==> src/rtl/serial_pattern_tx.sv <==
// serial_pattern_tx: framed serial transmitter for the "1-then-0" pattern line.
//
// Accepts a DATA_W-bit word through a valid/ready handshake and sends one frame
// on Out1, one bit per CLK:
//   preamble 1,0 | payload MSB-first | optional even-parity bit | stop bit 1
// A word accepted during the stop cycle starts the next frame with no idle gap.
//
// Build option:
//   SERIAL_PATTERN_TX_PARITY_EN  defined   -> PAR state between DATA and STOP
//                                undefined -> DATA goes straight to STOP
//
// Ports:
//   CLK       in   clock, rising edge
//   RST       in   asynchronous reset, active low
//   In_Valid  in   a word is offered on In_Data
//   In_Data   in   payload word, sampled on the acceptance edge only
//   In_Ready  out  word can be accepted this cycle (IDLE or STOP)
//   Out1      out  registered serial line, idle level 0
//   Busy      out  a frame is in progress
//   Done      out  high during the stop-bit cycle
module serial_pattern_tx #(
  parameter int unsigned DATA_W = 8
) (
  input  logic              CLK,
  input  logic              RST,
  input  logic              In_Valid,
  input  logic [DATA_W-1:0] In_Data,
  output logic              In_Ready,
  output logic              Out1,
  output logic              Busy,
  output logic              Done
);

  localparam int unsigned CntW = (DATA_W > 1) ? $clog2(DATA_W) : 1;

  typedef enum logic [2:0] {
    StIdle = 3'd0,
    StPre1 = 3'd1,
    StPre0 = 3'd2,
    StData = 3'd3,
    StPar  = 3'd4,
    StStop = 3'd5
  } state_e;

  state_e            state_q, state_d;
  logic [DATA_W-1:0] shift_q, shift_d;
  logic [CntW-1:0]   cnt_q, cnt_d;
  logic              out_q, out_d;
  logic              accept;
`ifdef SERIAL_PATTERN_TX_PARITY_EN
  logic              par_q, par_d;
`endif

  assign In_Ready = (state_q == StIdle) || (state_q == StStop);
  assign accept   = In_Valid && In_Ready;
  assign Busy     = (state_q != StIdle);
  assign Done     = (state_q == StStop);
  assign Out1     = out_q;

  always_comb begin
    state_d = state_q;
    shift_d = shift_q;
    cnt_d   = cnt_q;
`ifdef SERIAL_PATTERN_TX_PARITY_EN
    par_d   = par_q;
`endif

    case (state_q)
      StIdle: state_d = StIdle;
      StPre1: state_d = StPre0;
      StPre0: state_d = StData;
      StData: begin
        shift_d = shift_q << 1;
        if (cnt_q == '0) begin
`ifdef SERIAL_PATTERN_TX_PARITY_EN
          state_d = StPar;
`else
          state_d = StStop;
`endif
        end else begin
          cnt_d = cnt_q - CntW'(1);
        end
      end
`ifdef SERIAL_PATTERN_TX_PARITY_EN
      StPar:  state_d = StStop;
`endif
      StStop: state_d = StIdle;
      default: state_d = StIdle;
    endcase

    // Acceptance is only possible in IDLE or STOP and always starts a new frame.
    if (accept) begin
      shift_d = In_Data;
      cnt_d   = CntW'(DATA_W - 1);
      state_d = StPre1;
`ifdef SERIAL_PATTERN_TX_PARITY_EN
      par_d   = ^In_Data;
`endif
    end
  end

  // Out1 is registered, so its next value is decoded from the next state.
  always_comb begin
    out_d = 1'b0;
    case (state_d)
      StPre1: out_d = 1'b1;
      StPre0: out_d = 1'b0;
      StData: out_d = shift_d[DATA_W-1];
`ifdef SERIAL_PATTERN_TX_PARITY_EN
      StPar:  out_d = par_d;
`endif
      StStop: out_d = 1'b1;
      default: out_d = 1'b0;
    endcase
  end

  always_ff @(posedge CLK or negedge RST) begin
    if (!RST) begin
      state_q <= StIdle;
      shift_q <= '0;
      cnt_q   <= '0;
      out_q   <= 1'b0;
`ifdef SERIAL_PATTERN_TX_PARITY_EN
      par_q   <= 1'b0;
`endif
    end else begin
      state_q <= state_d;
      shift_q <= shift_d;
      cnt_q   <= cnt_d;
      out_q   <= out_d;
`ifdef SERIAL_PATTERN_TX_PARITY_EN
      par_q   <= par_d;
`endif
    end
  end

endmodule

==> config.mk <==
export PLATFORM = sky130hd
export DESIGN_NAME = serial_pattern_tx
export DESIGN_NICKNAME = d
export VERILOG_FILES = /design/src/rtl/serial_pattern_tx.sv
export SDC_FILE = /design/constraint.sdc
export NUM_CORES = 1
export LEC_CHECK = 0
export ABC_AREA = 1
export CORE_MARGIN = 3
export CORE_UTILIZATION = 53
export CTS_BUF_LIST = sky130_fd_sc_hd__clkbuf_4 sky130_fd_sc_hd__clkbuf_8 sky130_fd_sc_hd__clkbuf_16
export CTS_CLUSTER_DIAMETER = 200
export DETAILED_ROUTE_END_ITERATION = 8
export PLACE_DENSITY = 0.84
export SYNTH_ARGS = -nofsm -noshare
export SYNTH_HDL_FRONTEND = slang
export SYNTH_SLANG_ARGS = --single-unit
export TNS_END_PERCENT = 100
==> constraint.sdc <==
create_clock -name CLK -period 2.15 [get_ports CLK]
set_input_delay 0.3225 -clock CLK [delete_from_list [all_inputs] [get_ports CLK]]
set_output_delay 0.3225 -clock CLK [all_outputs]
set_load 0.02 [all_outputs]
==> metrics.yaml <==
sta:
  tightestPinTransition_ps: 680
  rsz0062_at_grt: "no"
  fin_crit_ps: 2060
  hold_violations: 0
  fmax_ghz: 0.486
  slew_headroom_pct: 54.6
  maxSlewViolCount: 0
  finalSetupTns_ps: 0
  finalSetupViolCount: 0
  final.period_utilization_pct: 95.8
  fin_worst_skew_ps: 2.98
logic_synthesis:
  synthArstFlopShare_pct: 100
  synth_commonest_cells: "nand2_1 (25), nand3_1 (23), dfrtp_1 (15), inv_1 (10), o211ai_1 (3)"
  synth_top_cell_area_share_pct: 47.3
  ys_seq_area_share_pct: 47.3
  syn_nets: 107
  yosysMostFrequentCell: "nand2_1"
  dominantRegCellSynth: "dfrtp_1"
  syn_area_sq_um: 793
  synthTopCellsByArea: "dfrtp_1 (47%), nand3_1 (15%), nand2_1 (12%)"
  synth_seq_cells: 15
  synth_edf_count: 0
  syn_avg_cell_area_sq_um: 8.44
  synth_cells: 94
  ys_warn_count: 0
  yosysTopAreaCell: "dfrtp_1"
  synth.distinct_cells: 20
clock_network:
  htreeDepth: 1
  cts-root-to-sink-buffers: 2
  cts-root-buf: "clkbuf_4"
  insertion_delay_ps: 280
  post_cts_resized: 0
  holdBufCountCts: 0
  numCtsBuffers: 3
  clock_sinks: 15
  clkTransAtPathRegs_ps: 90
  cts_setup_buffers: 0
  cts_tree: "done"
critical_path:
  start_kind: "register"
  worstPathRequired_ps: 1830
  r2r_cells: 5
  cp-end-kind: "output port"
  crit_slowest_cell: "clkdlybuf4s50_1"
  cp.arrival_ps: 1740
  crit_type: "register to output port"
  crit_chain: "nor2_1 -> nand2_4 -> nand2_8 -> clkdlybuf4s50_1"
  worstPathMaxFanout: 10
  cpPeakStageDelay_ps: 610
floorplan:
  die_h_microns: 44.7
  dieArea_sq_mm: 0.00200
  start_util_pct: 58.8
  rows: 13
  fp.dieW_microns: 44.7
  core_sq_mm: 0.00135
  ios: 15
detailed_routing:
  drc: 0
  drt_iter0_drc: 15
  vias: 674
  drt_wl_total_mm: 1.50
  drtPass1Iterations: 5
  via_per_inst: 5.44
  ant_nets: 0
  avgRoutedWirePerCell_microns: 12.1
global_route:
  grt_pass1_vias: 592
  grt_pass1_wl_mm: 2.48
  grt_max_degree: 17
  antenna_found_initial: 0
  grt.overflow.total: 0
  globalRouteTotalUtil_pct: 17.1
status:
  status: "complete, no violations"
pwr:
  ir_drop_uv: 964
  leakage_uw: 0.000490
  total_power_uw: 1340
  p_per_area_mw_per_mm2: 1390
place:
  portBuffers: 14
  postPlaceCellArea_sq_um: 931
  place_congestion: 0.810
  hpwl_mm: 1.13
  place_inst: 120
cells_and_area:
  stdcell_count: 124
  area_growth_pct: 21.1
  seq_area_sq_um: 375
  num_antenna_cells: 0
  layout.nets: 123
  design_area_sq_um: 961
  post-route-util_pct: 71.2
  drive_gt1_share_pct: 9.17
  nFillCells: 107
  multi_input_area_sq_um: 355
worst_hold_path:
  hp-class: "input pin to async pin"
run:
  drv_cap: 0
[layout make-up]
class                   instances  share of cell area, %
flip-flops and latches         15                   39.1
multi-input cells              65                   37.0
repair buffers                 14                   14.6
inverters                      11                   4.30
clock buffers                   4                   3.12
well taps                      15                   1.95
[cell families after synthesis]
group | share of synthesized area, %
AOI/OAI and AO/OA | 5.99
adders and majority gates | 3.15
buffers and inverters | 7.89
DFF | 47.3
and+or+nand+nor | 35.6
[where the power goes]
group	internal, uW	switching [uW]	leakage (uW)	total [uW]
combinational	263	411	0.000283	674
sequential	406	82.2	0.000189	489
clock	84.6	90.9	0.0000184	176
total	754	584	0.000490	1340
[state kept, by name (all words and copies together) (netlist names)]
signal   flops
Out1         1
shift_q      8
cnt_q        3
state_q      3
[stage by stage]
stage / hold WS (ps) / worst slack (ps)
global route: 478 / 18.2
floorplan: 26.9 / 856
global placement: 477 / 423
CTS: 466 / 93.5
finish: 445 / 91.4
detailed placement: 484 / 409
[critical path, delay by kind of cell, from the launching register on]
family,cells,cell delay (ps)
buf+inv,1,610
flops,1,450
simple gates,3,390
[placed cells by master, fill, tap and decap left out, drive strengths merged]
cell type	netlist	final
clkdlybuf4s50	0	14
a211oi	1	1
o211ai	3	3
o21bai	1	1
and2	1	1
ha	2	2
nor2	2	2
nand3	24	24
nor3	1	1
clkbuf	0	4
nand2	28	28
inv	11	11
dfrtp	15	15
o21ai	2	2
[per-layer routing]
| layer | GRT usage, % | part of all wire (%) | vias up |
|---|---|---|---|
| met5 | 0 | 0 | - |
| met4 | 11.4 | 0.80 | 0 |
| met3 | 2.85 | 4.3 | 2 |
| li1 | - | - | 343 |
| met2 | 25.5 | 45 | 20 |
| met1 | 22.4 | 50 | 309 |
[worst paths after layout]
kind	start	endpoint	slack, ps
max	state_q[0]	In_Ready	90
min reg2reg	shift_q[2]	shift_q[3]	500
min in group CLK	shift_q[2]	shift_q[3]	500
min	RST	cnt_q[1]	450
max in group asynchronous	RST	shift_q[2]	1270
max reg2reg	state_q[2]	cnt_q[2]	680
No activity file was read; power rests on OpenSTA's default activity.
==> edit, RTL diff (same settings) <==
The option `SERIAL_PATTERN_TX_PARITY_EN` is turned on by a define.
--- a/src/rtl/serial_pattern_tx.sv
+++ b/src/rtl/serial_pattern_tx.sv
@@ -20,2 +20,4 @@
 //   Done      out  high during the stop-bit cycle
+`define SERIAL_PATTERN_TX_PARITY_EN
+
 module serial_pattern_tx #(
Behaviour: same outputs for any inputs over 10 cycles, from zero or initial values and one cycle with RST low; that may be too few to reach the edited logic, so the function may still have changed.
==> edit against the original RTL <==
Synthesized area rose by 17%. Critical path type unchanged. Routed wire length grew 16%. Global-route usage increased by 0.29 points. Clock skew up 2.8 ps. Sequential share of layout area fell by 2.9 points. Worst setup slack gained 6.7 ps. Power grew 6.2%. Largest cell class is now multi-input gates. Synthesized cell count grew 27%. Final area increased by 15%. Sequential cell count is 1 higher. Via count up 18%.
==> edit: results (changes against the original RTL) <==
stage	metric	value	unit	change
detailed_routing	wl	1745	um	+16%
logic_synthesis	synth_fa_ha_area_frac	0.02703		-0.004519
pwr	max-vdd-ir-drop	0.5445	mV	-44%
logic_synthesis	seq_area_frac_synth	0.4324		-0.04075
layout	nNetsFinal	151		+23%
place	dp_slack	399.1	ps	-9.981 ps
timing	fin_skew	5.778	ps	+2.799 ps
setup_path	r2r_start	cnt_q[0]$_DFFE_PN0P_		
layout	nonClkBufAreaFrac	0.1264		-0.01942
pwr	switchingPower	617.3	uW	+5.7%
detailed_routing	drtIter0Drc	21		+6
setup_path	r2r_slack	600	ps	-80 ps
timing	finalCriticalPeriod	2052	ps	-6.682 ps
setup_path	reg2reg_depth	9		+4
layout	multi_input_gates	87		+34%
global_route	grt_usage	0.1736		+0.002912
global_route	grt_pass1_vias	713		+20%
layout	clock_area_frac	0.02032		-0.01093
timing	worst_pin_slew	680.3	ps	+0.6976 ps
layout	largest_cell_class	multi-input gates		
logic_synthesis	yosysTopAreaCellShare	0.4324		-0.04075
pwr	p_leak	0.0005701	uW	+16%
logic_synthesis	synth_compound_area_frac	0.08378		+0.02385
layout	n_fill_cell	127		+19%
outcome	status	finished, final reports clean		
place	place_area	1086	um2	+17%
global_route	grt_pass1_wl	2766	um	+12%
clock_tree	cts-root-buf	clkbuf_4		
detailed_routing	dr.pass1.iters	4		-1
logic_synthesis	postSynthNetCount	132		+23%
place	dp_hpwl	1449	um	+29%
setup_path	max_stage_delay	610	ps	about the same
setup_path	path_max_fanout	6		-4
detailed_routing	dr_total_vias	798		+18%
setup_path	worstReg2RegEnd	Out1$_DFF_PN0_		
layout	nNonClkInverters	16		+5
layout	final_layout_size_suffix_gt1_frac	0.1103		+0.01855
logic_synthesis	ys.flop_type	dfrtp_1		
logic_synthesis	synth_area_leaders	dfrtp_1 43%, nand2_1 18%, inv_1 5.7%, nand3_1 4.9%, o211ai_1 3.2%		
setup_path	path_delay_family	buffers and inverters		
logic_synthesis	ys_seq_elements	16		+1
logic_synthesis	ys_top_cells_by_count	44 x nand2_1, 16 x dfrtp_1, 14 x inv_1		
logic_synthesis	synth-xor-area-share	0.05676		+0.05676
layout	seq_area_frac	0.3612		-0.02945
[edit: cell types whose count changed after synthesis, moves of 2 or more]
cell / before / now
o21ai_0: 1 / 4
xnor2_1: 0 / 3
buf_2: 2 / 0
nand3_1: 23 / 9
nand2_2: 0 / 3
nor2_1: 1 / 4
inv_1: 10 / 14
nand2_1: 25 / 44
xor2_1: 0 / 3
[edit: stage by stage]
step	util	cells	hold slack, ps
floorplan	-	119	26.91
global placement	0.6889	149	467.3
detailed placement	0.6889	149	470.9
CTS	0.7032	152	472.4
global route	0.7032	152	486.2
finish	0.7032	152	446.2
[edit: power by group through the flow]
stage	combinational, uW	clock [uW]	sequential, uW
floorplan	550	0	520
global placement	724	0	516
finish	751	152	519
global route	846	170	538
detailed placement	756	0	525
CTS	762	155	519
[edit: metal layers]
layer	share of wire	vias up	track usage
met2	0.52	18	0.3140
met1	0.43	366	0.1981
met5	0	-	0
met4	0.011	0	0.06452
li1	-	412	-
met3	0.034	2	0.03759
